==> src/rtl/regfile_wb_arbiter_pkg.sv <==
// Shared OpenGPU register-file writeback definitions: port count, widths,
// writeback port identifiers and the writeback FSM state encoding.
package pkg_opengpu;
   localparam int NUM_WB_PORTS   = 3;
   localparam int REG_ADDR_WIDTH = 5;
   localparam int DATA_WIDTH     = 32;

   typedef enum logic [1:0] {
      WB_ALU = 2'd0,
      WB_LSU = 2'd1,
      WB_SFU = 2'd2
   } wb_port_e;

   typedef logic [0:0] rf_state_t;
   localparam rf_state_t ST_RUN  = 1'b0;
   localparam rf_state_t ST_INIT = 1'b1;
endpackage

==> src/rtl/regfile_wb_arbiter_rr_arbiter.sv <==
// Generic round-robin arbiter: one-hot grant to the first requester at or
// after the priority pointer; the pointer advances past the winner on accept.
module rr_arbiter #(
   parameter int N = 3
) (
   input  logic         clk,
   input  logic         rst_n,
   input  logic [N-1:0] req_i,
   input  logic         accept_i,
   output logic [N-1:0] gnt_o
);
   localparam int PW = (N > 1) ? $clog2(N) : 1;

   logic [PW-1:0] ptr_q, ptr_d;
   logic          found;
   int            sel;

   always_comb begin
      gnt_o = '0;
      found = 1'b0;
      sel   = 0;
      // First pass: requesters at or above the pointer; second pass wraps.
      for (int i = 0; i < N; i++) begin
         if (!found && req_i[i] && (i >= int'(ptr_q))) begin
            found    = 1'b1;
            sel      = i;
            gnt_o[i] = 1'b1;
         end
      end
      for (int i = 0; i < N; i++) begin
         if (!found && req_i[i]) begin
            found    = 1'b1;
            sel      = i;
            gnt_o[i] = 1'b1;
         end
      end
      ptr_d = ptr_q;
      if (accept_i && found) ptr_d = (sel == N-1) ? '0 : PW'(sel + 1);
   end

   always_ff @(posedge clk or negedge rst_n) begin
      if (!rst_n) ptr_q <= '0;
      else        ptr_q <= ptr_d;
   end
endmodule

==> src/rtl/regfile_wb_arbiter.sv <==
// Register-file writeback arbiter: round-robin grants one writeback port per
// cycle into a registered write stage, with a one-cycle context-init state.
module regfile_wb_arbiter
   import pkg_opengpu::*;
#(
   parameter int NUM_WB_PORTS = pkg_opengpu::NUM_WB_PORTS
) (
   input  logic                                          clk,
   input  logic                                          rst_n,
   input  logic [NUM_WB_PORTS-1:0]                       wb_valid,
   output logic [NUM_WB_PORTS-1:0]                       wb_ready,
   input  logic [NUM_WB_PORTS-1:0][REG_ADDR_WIDTH-1:0]   wb_addr,
   input  logic [NUM_WB_PORTS-1:0][DATA_WIDTH-1:0]       wb_data,
   input  logic                                          init_req,
   output logic                                          rf_we,
   output logic [REG_ADDR_WIDTH-1:0]                     rf_rd_addr,
   output logic [DATA_WIDTH-1:0]                         rf_rd_data,
   output logic                                          rf_init_context,
   output logic                                          init_done,
   output logic [15:0]                                   conflict_cnt
);
   rf_state_t                 state_q, state_d;
   logic [NUM_WB_PORTS-1:0]   gnt;
   logic                      grant_en, xfer, multi;
   logic [REG_ADDR_WIDTH-1:0] sel_addr;
   logic [DATA_WIDTH-1:0]     sel_data;
   logic                      rf_we_q, init_done_q;
   logic [REG_ADDR_WIDTH-1:0] rf_addr_q;
   logic [DATA_WIDTH-1:0]     rf_data_q;
   logic [15:0]               conflict_q;

   // Init takes precedence over writes, so no grant is issued while it is pending.
   assign grant_en = (state_q == ST_RUN) && !init_req;

   rr_arbiter #(.N(NUM_WB_PORTS)) u_rr (
      .clk      (clk),
      .rst_n    (rst_n),
      .req_i    (wb_valid),
      .accept_i (grant_en),
      .gnt_o    (gnt)
   );

   assign wb_ready = grant_en ? gnt : '0;
   assign xfer     = |wb_ready;
   assign multi    = $countones(wb_valid) > 1;

   always_comb begin
      sel_addr = '0;
      sel_data = '0;
      for (int i = 0; i < NUM_WB_PORTS; i++) begin
         if (wb_ready[i]) begin
            sel_addr = wb_addr[i];
            sel_data = wb_data[i];
         end
      end
   end

   always_comb begin
      state_d = state_q;
      if (state_q == ST_RUN) begin
         if (init_req) state_d = ST_INIT;
      end else begin
         state_d = ST_RUN;
      end
   end

   always_ff @(posedge clk or negedge rst_n) begin
      if (!rst_n) begin
         state_q     <= ST_RUN;
         rf_we_q     <= 1'b0;
         rf_addr_q   <= '0;
         rf_data_q   <= '0;
         init_done_q <= 1'b0;
         conflict_q  <= '0;
      end else begin
         state_q     <= state_d;
         // Writes to register 0 are accepted but discarded.
         rf_we_q     <= xfer && (sel_addr != '0);
         init_done_q <= (state_q == ST_INIT);
         if (xfer) begin
            rf_addr_q <= sel_addr;
            rf_data_q <= sel_data;
         end
         if (multi && (conflict_q != 16'hFFFF)) conflict_q <= conflict_q + 16'd1;
      end
   end

   assign rf_we           = rf_we_q;
   assign rf_rd_addr      = rf_addr_q;
   assign rf_rd_data      = rf_data_q;
   assign rf_init_context = (state_q == ST_INIT);
   assign init_done       = init_done_q;
   assign conflict_cnt    = conflict_q;
endmodule

==> config.mk <==
export PLATFORM = sky130hd
export DESIGN_NAME = regfile_wb_arbiter
export DESIGN_NICKNAME = d
export VERILOG_FILES = /design/src/rtl/regfile_wb_arbiter_pkg.sv /design/src/rtl/regfile_wb_arbiter_rr_arbiter.sv /design/src/rtl/regfile_wb_arbiter.sv
export SDC_FILE = /design/constraint.sdc
export NUM_CORES = 1
export LEC_CHECK = 0
export CAP_MARGIN = 5
export CORE_ASPECT_RATIO = 1.75
export CORE_MARGIN = 3
export CORE_UTILIZATION = 37
export CTS_CLUSTER_DIAMETER = 200
export DETAILED_ROUTE_END_ITERATION = 16
export PLACE_DENSITY = 0.92
export SETUP_SLACK_MARGIN = 0.15
export SYNTH_ARGS = -nofsm -noshare
export SYNTH_HDL_FRONTEND = slang
export SYNTH_SLANG_ARGS = --single-unit
==> constraint.sdc <==
create_clock -name clk -period 2.42 [get_ports clk]
set_input_delay 0.484 -clock clk [delete_from_list [all_inputs] [get_ports clk]]
set_output_delay 0.484 -clock clk [all_outputs]
set_load 0.03 [all_outputs]
# After elaboration in Yosys (flattened, before gate mapping)
# Index checks and enable logic that the tools add are counted.
totals:
  register_bits: 58
  latchBits: 0
  mem_bits_rw: 0
  rom_bits: 0
  input_bits: 117
  wordCells: 64
  memories: 0
op_classes:
  addsub: 4
  mul: 0
  div_mod_pow: 0
  order_cmp: 4
  eq_ne: 2
  shift: 0
  muxes: 26
  bitwise: 1
  reduce_logical: 20
ops:
  columns: ["op", "count"]
  rows:
  - ["$mux 32", 3]
  - ["$add 16x1->16 const B", 1]
  - ["$ne 16x16->1 const B", 1]
  - ["$mux 5", 3]
  - ["$mux 1", 14]
  - ["$logic_and 1x1->1", 12]
  - ["$mux 2", 5]
  - ["$logic_not 1->1", 6]
  - ["$reduce_bool 5->1", 1]
  - ["$ge 1x2->1 const A", 2]
  - ["$add 2x1->3", 1]
  - ["$gt 3x1->1 const B", 1]
  - ["$mux 3", 1]
  - ["$reduce_or 3->1", 1]
  - ["$add 1x1->2", 1]
  - ["$add 2x1->2 const B", 1]
  - ["$eq 2x2->1 const B", 1]
  - ["$ge 2x2->1 const A", 1]
  - ["$not 1->1", 1]

# Logic depth before layout (Yosys ltp)
# Gate-level depths: netlist of run 1.
depth:
  word_depth: 26
  depth_mapped: 7

# Modules after synthesis
# Synthesis of run 1 repeated with hierarchy kept, for this count alone.
unflattened:
  cells_unflattened: 288
  hier_area_um2: 2997.9
modules_own_cells:
  columns: ["module", "n_inst", "cells_per_inst", "area_per_inst_um2"]
  rows:
  - ["regfile_wb_arbiter", 1, 262, 2791.4]
  - ["rr_arbiter", 1, 26, 206.4]

# Least setup slack after synthesis of run 1
# No wires, ideal clock.
synth_timing:
  kind: "register to output"
  start: "reg state_q, in the netlist rf_init_context"
  end: "out wb_ready[0]"
  arrival_ps: 1485
  required_time_ps: 1936
  slack_ps: 451
  stages_incl_launch_ff: 4
  n_path_buf: 1
  path_cell_list: "dfrtp_1 -> nor2_1 -> o2111a_1 -> buf_1"
synth_via:
  elab_chain_len: 3
synth_rtl:
  columns: ["element", "line", "rtl"]
  rows:
  - ["start, declared", "regfile_wb_arbiter.sv:22", "rf_state_t state_q, state_d;"]
  - ["start signal, assigned", "regfile_wb_arbiter.sv:76", "state_q <= state_d;"]
  - ["$not 1->1", null, null]
  - ["$logic_and 1x1->1", "regfile_wb_arbiter.sv:33", "assign grant_en = (state_q == ST_RUN) && !init_req;"]
  - ["$mux 3", "regfile_wb_arbiter.sv:43", "assign wb_ready = grant_en ? gnt : '0;"]
  - ["end, declared", "regfile_wb_arbiter.sv:11", "output logic [NUM_WB_PORTS-1:0] wb_ready,"]
# Every way passes these cells.

# Worst setup path after layout of run 1
layout_timing:
  start: "in init_req"
  end: "out wb_ready[1]"
layout_via:
  elab_chain_len: 3
layout_rtl:
  columns: ["element", "line", "rtl"]
  rows:
  - ["start, declared", "regfile_wb_arbiter.sv:14", "input logic init_req,"]
  - ["$logic_not 1->1", "regfile_wb_arbiter.sv:33", null]
  - ["$logic_and 1x1->1", "regfile_wb_arbiter.sv:33", null]
  - ["$mux 3", "regfile_wb_arbiter.sv:43", null]
# Every way passes these cells.

==> impl_summary.log, run 1 <==
[metrics] number of vias per cell: 5.69
[metrics] unrepaired setup endpoints after global routing: true
[metrics] DR DRC count: 0
[metrics] Yosys warning total: 0
[metrics] die boundary height: 120 um
[metrics] vias in the first global route: 3261
[metrics] Setup crit start kind: primary input
[metrics] total inserted antenna cells: 0
[metrics] Min Clock Period, post-route: 2230 ps
[metrics] placeable core area: 0.00723 mm^2
[metrics] class of the tightest hold or removal check: in2async
[metrics] multi-input logic area: 0.00123 mm^2
[metrics] top cells by instance count after synthesis: sky130_fd_sc_hd__dfrtp_1, sky130_fd_sc_hd__a222oi_1, sky130_fd_sc_hd__nor2_1
[metrics] R2R setup slack: 340 ps
[metrics] nets: 566
[metrics] switching portion of total power: 33.6%
[metrics] worst setup slack after placement: -119 ps
[metrics] total design power: 3.81 mW
[metrics] combined area of all synthesized cells: 0.00275 mm^2
[metrics] # clock sinks: 58
[metrics] category of the critical setup timing path: in2out
[metrics] global-route wire length before repair: 15800 um
[metrics] total setup violations reported at the end of the flow: 0
[metrics] most frequent cell after synthesis: sky130_fd_sc_hd__dfrtp_1
[metrics] area of the die: 0.00855 mm^2
[metrics] clock network fraction of design power: 29.8%
[metrics] clock latency on the worst-skew pair: 320 ps
[metrics] maximum clock insertion buffer count: 2
[metrics] Post-synth EDFFs: 0
[metrics] share of post-route cells with drive strength above 1: 8.43%
[metrics] Worst R2R Path Depth: 5
[metrics] max-capacitance violation count: 0
[metrics] number of inserted filler cells in the final layout: 527
[metrics] instance count of the mapped netlist: 266
[metrics] HPWL after detailed placement: 7650 um
[metrics] reg-to-reg startpoint: u_rr.ptr_q[0]
[metrics] leading post-synthesis cells by cell area: sky130_fd_sc_hd__dfrtp_1, sky130_fd_sc_hd__a222oi_1, sky130_fd_sc_hd__a21oi_1
[metrics] Pins Over Slew Limit: 0
[metrics] result of the run: finished clean
[metrics] clock buffer count from CTS: 9
[metrics] mean routed wirelength per cell: 19.2 um
[metrics] count of different cell masters after synthesis: 38
[metrics] flops & latches, synth: 58
[metrics] die extent in x: 71.2 um
[metrics] number of buffers inserted to repair setup after CTS: 0
[metrics] CTS tree: done
[metrics] post-detailed-routing wire length: 10300 um
[metrics] number of detailed-route iterations in the first pass: 8
[metrics] power dissipated by switching net loads: 1.28 mW
[metrics] area taken by flip-flops and latches: 0.00145 mm^2
[metrics] Crit path top cell by count: sky130_fd_sc_hd__buf_4
[metrics] P per Cell Area: 766 mW/mm^2
[metrics] level count of the clock H-tree: 3
[metrics] maximum fanout along the worst path: 3
[metrics] io pins: 176
[metrics] worst setup margin: 193 ps
[metrics] routed via count: 3058
[metrics] Critical path buffers and inverters: 3
[metrics] std cell rows: 41
[metrics] global routing's busiest layer: met2
[metrics] number of antenna violations at the first check in global routing: 0
[metrics] post-route antenna net violation count: 0
[metrics] largest area contributor in the netlist: sky130_fd_sc_hd__dfrtp_1
[metrics] highest clock rate: 0.449 GHz
[metrics] Worst path slowest cell: sky130_fd_sc_hd__clkdlybuf4s50_1
[metrics] area share of the leading cell type in the synthesized netlist: 52.7%
[metrics] number of port buffers: 175
[metrics] total routing usage reported by global routing: 23.9%
[metrics] portion of total power attributed to sequential cells: 34.0%
[metrics] combinational share of power: 36.2%
[metrics] number of buffers inserted by hold repair at cts: 0
[metrics] worst max-slew margin expressed relative to the limit: 33.8%
[metrics] Synth async-reset ratio: 100%
[metrics] Reg2Reg Capture Point: rf_we
[metrics] post-route setup TNS: 0 ps
[metrics] GRT overflow: 0
[metrics] category of the worst setup path capture point: output port
[metrics] area added between synthesis and finish: 80.8%
[metrics] critical path data required time: 1940 ps
[metrics] pin count of the biggest net entering global routing: 37
[metrics] series of cell instances along the critical path: clkdlybuf4s50_1, buf_4, nor4_4, buf_4
[metrics] Internal Pwr Total: 2.53 mW
[metrics] mean cell area of the mapped netlist: 10.3 um^2
[metrics] IR Drop Worst-Case VDD: 0.000842 V
[metrics] buffer cell driving the clock tree root: sky130_fd_sc_hd__clkbuf_16
[metrics] Worst EP arrival: 1740 ps
[metrics] final-report hold violation count: 0
[metrics] static leakage: 2.03 nW
[metrics] placer's final routability congestion estimate: 0.868
[metrics] M2 GR Usage: 41.4%
[metrics] number of DRC markers after the initial detailed-route iteration: 377
[metrics] crit-path leading delay family: buffers and inverters
[metrics] initial cell density of the core: 38.1%
[metrics] met1 usage: 25.3%
[metrics] most frequently used flop master after synthesis: sky130_fd_sc_hd__dfrtp_1
[metrics] crit share post-route: 92.0%
[metrics] Post-Synthesis Net Count: 385
[metrics] post-synthesis sequential area ratio: 52.7%
[metrics] final core area utilization: 68.8%
[metrics] actual slew at the worst max-slew pin: 985 ps
[metrics] Global Route met3 Usage: 7.38%
[metrics] largest clock skew in the final design: 4.44 ps
[metrics] post-CTS clock slew at the launch and capture registers of the worst setup and hold paths: 50 ps
[metrics] delay of the slowest cell on the worst path: 510 ps
==> placed cells by master, fill, tap and decap left out, types with 6 or more instances in the layout <==
cell                                n
sky130_fd_sc_hd__clkdlybuf4s50_1  168
sky130_fd_sc_hd__clkbuf_16         10
sky130_fd_sc_hd__xnor2_1           11
sky130_fd_sc_hd__buf_4             12
sky130_fd_sc_hd__a21oi_1           33
sky130_fd_sc_hd__nor2_1            36
sky130_fd_sc_hd__nand2_1           22
sky130_fd_sc_hd__a222oi_1          37
sky130_fd_sc_hd__nand4_1            6
sky130_fd_sc_hd__dfrtp_1           58
==> logic make-up (layout without fill, tap and decap cells) <==
kind of cell    count (synthesis)  after routing  share of synthesized area (%)
mux                             1              1                          0.409
compound gates                 87             87                           24.3
xor+xnor                       14             14                           4.45
flops                          58             58                           52.7
simple gates                   83             83                           13.5
fa+ha+maj                       2              2                          0.909
buf+inv                        21            206                           3.68
==> layer usage <==
metal	vias up	share of wire (%)
met1	1462	36
met4	0	3.6
li1	1391	-
met5	-	0
met2	173	53
met3	32	7.2
==> power groups by stage <==
stage / registers, mW / clock network, mW / logic, mW
6_report: 1.30 / 1.14 / 1.38
5_1_grt: 1.32 / 1.21 / 1.46
4_1_cts: 1.30 / 1.17 / 1.37
3_5_place_dp: 1.31 / 0 / 1.37
3_3_place_gp: 1.30 / 0 / 1.33
2_1_floorplan: 1.64 / 0 / 0.322
==> sequential cells by signal, summed over array words and instances, names as in the netlist <==
register and cells:
rf_we 1, rf_rd_data 32, init_done 1, rf_rd_addr 5, rf_init_context 1, conflict_cnt 16, u_rr.ptr_q 2
==> worst register-to-register path, stage by stage (launching register included) <==
cell and delay, ps:
sky130_fd_sc_hd__dfrtp_1 440, sky130_fd_sc_hd__nor3b_1 190, sky130_fd_sc_hd__o311a_4 430, sky130_fd_sc_hd__clkbuf_16 180, sky130_fd_sc_hd__a222oi_1 530, sky130_fd_sc_hd__nand4_1 170
==> through the flow <==
| step | cell area, um^2 | instances | hold slack (ps) |
|---|---|---|---|
| 6_report | 4980 | 537 | 203 |
| 3_3_place_gp | 4660 | 521 | 461 |
| 5_1_grt | 4980 | 537 | 249 |
| 4_1_cts | 4930 | 536 | 213 |
| 3_5_place_dp | 4660 | 521 | 479 |
| 2_1_floorplan | 2750 | 266 | 188 |
==> how the worst max path moves through the flow <==
stage,end,slack [ps],cells after the start,start
5_1_grt,wb_ready[1],140,4,init_req
4_1_cts,wb_ready[2],150,5,init_req
3_3_place_gp,rf_rd_data[14],80,6,wb_valid[1]
2_1_floorplan,wb_ready[0],450,3,rf_init_context
3_5_place_dp,rf_we,-120,7,wb_valid[2]
6_report,wb_ready[1],190,4,init_req
==> cell type report <==
cell class | instances | area share, %
multi-input cells | 187 | 24.7
clock buffers | 12 | 5.15
well taps | 86 | 2.16
clock inverters | 3 | 0.302
flip-flops and latches | 58 | 29.2
inverters | 2 | 0.151
repair buffers | 189 | 38.3
==> repair_timing <==
item                                    4_1_cts  5_1_grt
pin swaps                                     0        1
endpoints found under the setup margin        2        2
resized for setup                             4        3
cloned                                        0        1
No activity file was read; power rests on OpenSTA's default activity.
==> inputs of run 2 (changes only) <==
- CTS_BUF_LIST: not set -> sky130_fd_sc_hd__clkbuf_16
==> run 2 against run 1 <==
Non-clock buffer count unchanged. Flip-flop and latch count unchanged. Largest power group unchanged. Clock-buffer cell count decreased by 3. Combinational power about the same. Global-route usage unchanged. Largest cell class unchanged. Final area decreased by 0.40%. Total power decreased by 1.9%. Critical path depth increased by 1. Wire length increased by 0.21%. Critical endpoint is now wb_ready[0].
==> impl_summary.log, run 2 (synthesized netlist as in run 1, its figures left out) <==
[metrics] final core area utilization: 68.5% (was 68.8%)
[metrics] switching portion of total power: 34.1% (was 33.6%)
[metrics] number of DRC markers after the initial detailed-route iteration: 309 (was 377)
[metrics] post-route antenna net violation count: 0 (unchanged)
[metrics] worst setup margin: 196 ps (was 193 ps)
[metrics] # clock sinks: 58 (unchanged)
[metrics] clock latency on the worst-skew pair: 320 ps (about the same)
[metrics] initial cell density of the core: 38.1% (unchanged)
[metrics] WHS: 206 ps (was 203 ps)
[metrics] category of the critical setup timing path: in2out (unchanged)
[metrics] worst setup slack after placement: -119 ps (unchanged)
[metrics] clock network fraction of design power: 28.5% (was 29.8%)
[metrics] P per Cell Area: 755 mW/mm^2 (was 766 mW/mm^2)
[metrics] io pins: 176 (unchanged)
[metrics] maximum fanout along the worst path: 20 (was 3)
[metrics] routed via count: 3065 (was 3058)
[metrics] largest clock skew in the final design: 7.13 ps (was 4.44 ps)
[metrics] global-route wire length before repair: 15800 um (unchanged)
[metrics] vias in the first global route: 3268 (was 3261)
[metrics] area of the die: 0.00855 mm^2 (unchanged)
[metrics] total inserted antenna cells: 0 (unchanged)
[metrics] post-route setup TNS: 0 ps (unchanged)
[metrics] pin count of the biggest net entering global routing: 37 (unchanged)
[metrics] number of port buffers: 175 (unchanged)
[metrics] post-detailed-routing wire length: 10300 um (about the same)
[metrics] area added between synthesis and finish: 80.0% (was 80.8%)
[metrics] share of post-route cells with drive strength above 1: 7.98% (was 8.43%)
[metrics] actual slew at the worst max-slew pin: 1010 ps (was 985 ps)
[metrics] Setup crit start kind: primary input (unchanged)
[metrics] highest clock rate: 0.450 GHz (was 0.449 GHz)
[metrics] total setup violations reported at the end of the flow: 0 (unchanged)
[metrics] final-report hold violation count: 0 (unchanged)
[metrics] max-capacitance violation count: 0 (unchanged)
[metrics] Non-Filler Instances: 537 (unchanged)
[metrics] class of the tightest hold or removal check: in2async (unchanged)
[metrics] placeable core area: 0.00723 mm^2 (unchanged)
[metrics] Min Clock Period, post-route: 2220 ps (was 2230 ps)
[metrics] worst max-slew margin expressed relative to the limit: 32.1% (was 33.8%)
[metrics] GRT overflow: 0 (unchanged)
[metrics] number of antenna violations at the first check in global routing: 0 (unchanged)
[metrics] power dissipated by switching net loads: 1.27 mW (was 1.28 mW)
[metrics] number of detailed-route iterations in the first pass: 9 (was 8)
[metrics] critical path data required time: 1940 ps (about the same)
[metrics] post-CTS clock slew at the launch and capture registers of the worst setup and hold paths: 50 ps (about the same)
[metrics] buffer cell driving the clock tree root: sky130_fd_sc_hd__clkbuf_16 (unchanged)
[metrics] category of the worst setup path capture point: output port (unchanged)
[metrics] nets: 566 (unchanged)
[metrics] CTS tree: done (unchanged)
[metrics] HPWL after detailed placement: 7650 um (unchanged)
[metrics] crit share post-route: 91.9% (was 92.0%)
[metrics] Worst EP arrival: 1740 ps (about the same)
[metrics] total routing usage reported by global routing: 23.9% (unchanged)
[metrics] result of the run: finished clean (unchanged)
[metrics] portion of total power attributed to sequential cells: 34.7% (was 34.0%)
[metrics] top library cells by usage in the layout, fill and taps aside: sky130_fd_sc_hd__clkdlybuf4s50_1, sky130_fd_sc_hd__dfrtp_1, sky130_fd_sc_hd__a222oi_1 (unchanged)
[metrics] die extent in x: 71.2 um (unchanged)
[metrics] maximum clock insertion buffer count: 2 (unchanged)
[metrics] Pins Over Slew Limit: 0 (unchanged)
[metrics] DR DRC count: 0 (unchanged)
[metrics] number of buffers inserted by hold repair at cts: 0 (unchanged)
[metrics] static leakage: 2.02 nW (was 2.03 nW)
[metrics] level count of the clock H-tree: 3 (unchanged)
[metrics] mean routed wirelength per cell: 19.3 um (was 19.2 um)
[metrics] IR Drop Worst-Case VDD: 0.000834 V (was 0.000842 V)
[metrics] placer's final routability congestion estimate: 0.868 (unchanged)
[metrics] number of vias per cell: 5.71 (was 5.69)
[metrics] combinational share of power: 36.9% (was 36.2%)
[metrics] unrepaired setup endpoints after global routing: true (unchanged)
[metrics] max FFs per register: 32 (unchanged)
[metrics] clock buffer count from CTS: 9 (unchanged)
[metrics] DP Cell Count: 521 (unchanged)
[metrics] number of buffers inserted to repair setup after CTS: 0 (unchanged)
[metrics] die boundary height: 120 um (unchanged)
[metrics] most common cell after layout, fill and taps aside: sky130_fd_sc_hd__clkdlybuf4s50_1 (unchanged)
[metrics] Internal Pwr Total: 2.47 mW (was 2.53 mW)
[metrics] std cell rows: 41 (unchanged)
-- run 2: changes by cell type in the layout (fill, tap and decap cells not counted), sizes merged --
cell	previous run	this run
clkinv	3	5
clkbuf	13	10
inv	2	3
-- run 2: per-layer routing --
metal,share of wire (%),GRT usage (%),up-vias
li1,-,-,1390
met1,36,25.2,1456
met4,4.0,12.6,0
met5,0,0,-
met3,7.8,7.38,36
met2,53,41.5,183
-- run 2: cell type report --
type	count	area (um^2)
Fill cell	535	2280
Timing Repair Buffer	189	1910
Sequential cell	58	1450
Multi-Input combinational cell	187	1230
Clock buffer	9	225
Tap cell	86	108
Clock inverter	6	26.3
Inverter	2	7.51
-- run 2: worst max-delay path: stages --
cell and delay, ps:
sky130_fd_sc_hd__clkdlybuf4s50_1 510, sky130_fd_sc_hd__nor2_4 160, sky130_fd_sc_hd__o2111a_2 250, sky130_fd_sc_hd__buf_12 160
sky130_fd_sc_hd__buf_4 170
-- run 2: path summary, 6_finish.rpt --
path,startpoint,to,slack [ps],cells past startpoint
max,init_req,wb_ready[0],200,5
min,rst_n,rf_rd_data[22],210,1
max reg2reg,u_rr.ptr_q[0],rf_we,400,5
min reg2reg,rf_rd_addr[4],rf_rd_addr[4],480,2
max in group asynchronous,rst_n,rf_rd_data[21],1590,2
min in group clk,rf_rd_addr[4],rf_rd_addr[4],480,2
-- run 2: power by group through the flow --
| stage | clock network [mW] | registers (mW) | logic, mW |
|---|---|---|---|
| 6_report | 1.06 | 1.30 | 1.38 |
| 5_1_grt | 1.14 | 1.32 | 1.46 |
| 4_1_cts | 1.10 | 1.30 | 1.37 |
| 3_5_place_dp | 0 | 1.31 | 1.37 |
| 3_3_place_gp | 0 | 1.30 | 1.33 |
| 2_1_floorplan | 0 | 1.64 | 0.322 |
-- run 2: per-stage QoR --
stage,area (um^2),power (mW)
6_report,4960,3.74
2_1_floorplan,2750,1.96
3_5_place_dp,4660,2.67
5_1_grt,4960,3.92
4_1_cts,4910,3.77
3_3_place_gp,4660,2.63
-- run 2: repair_timing --
item	CTS	global route
gates resized for setup	4	3
setup endpoints to repair	2	2
pin swaps	0	1
gates cloned	0	1
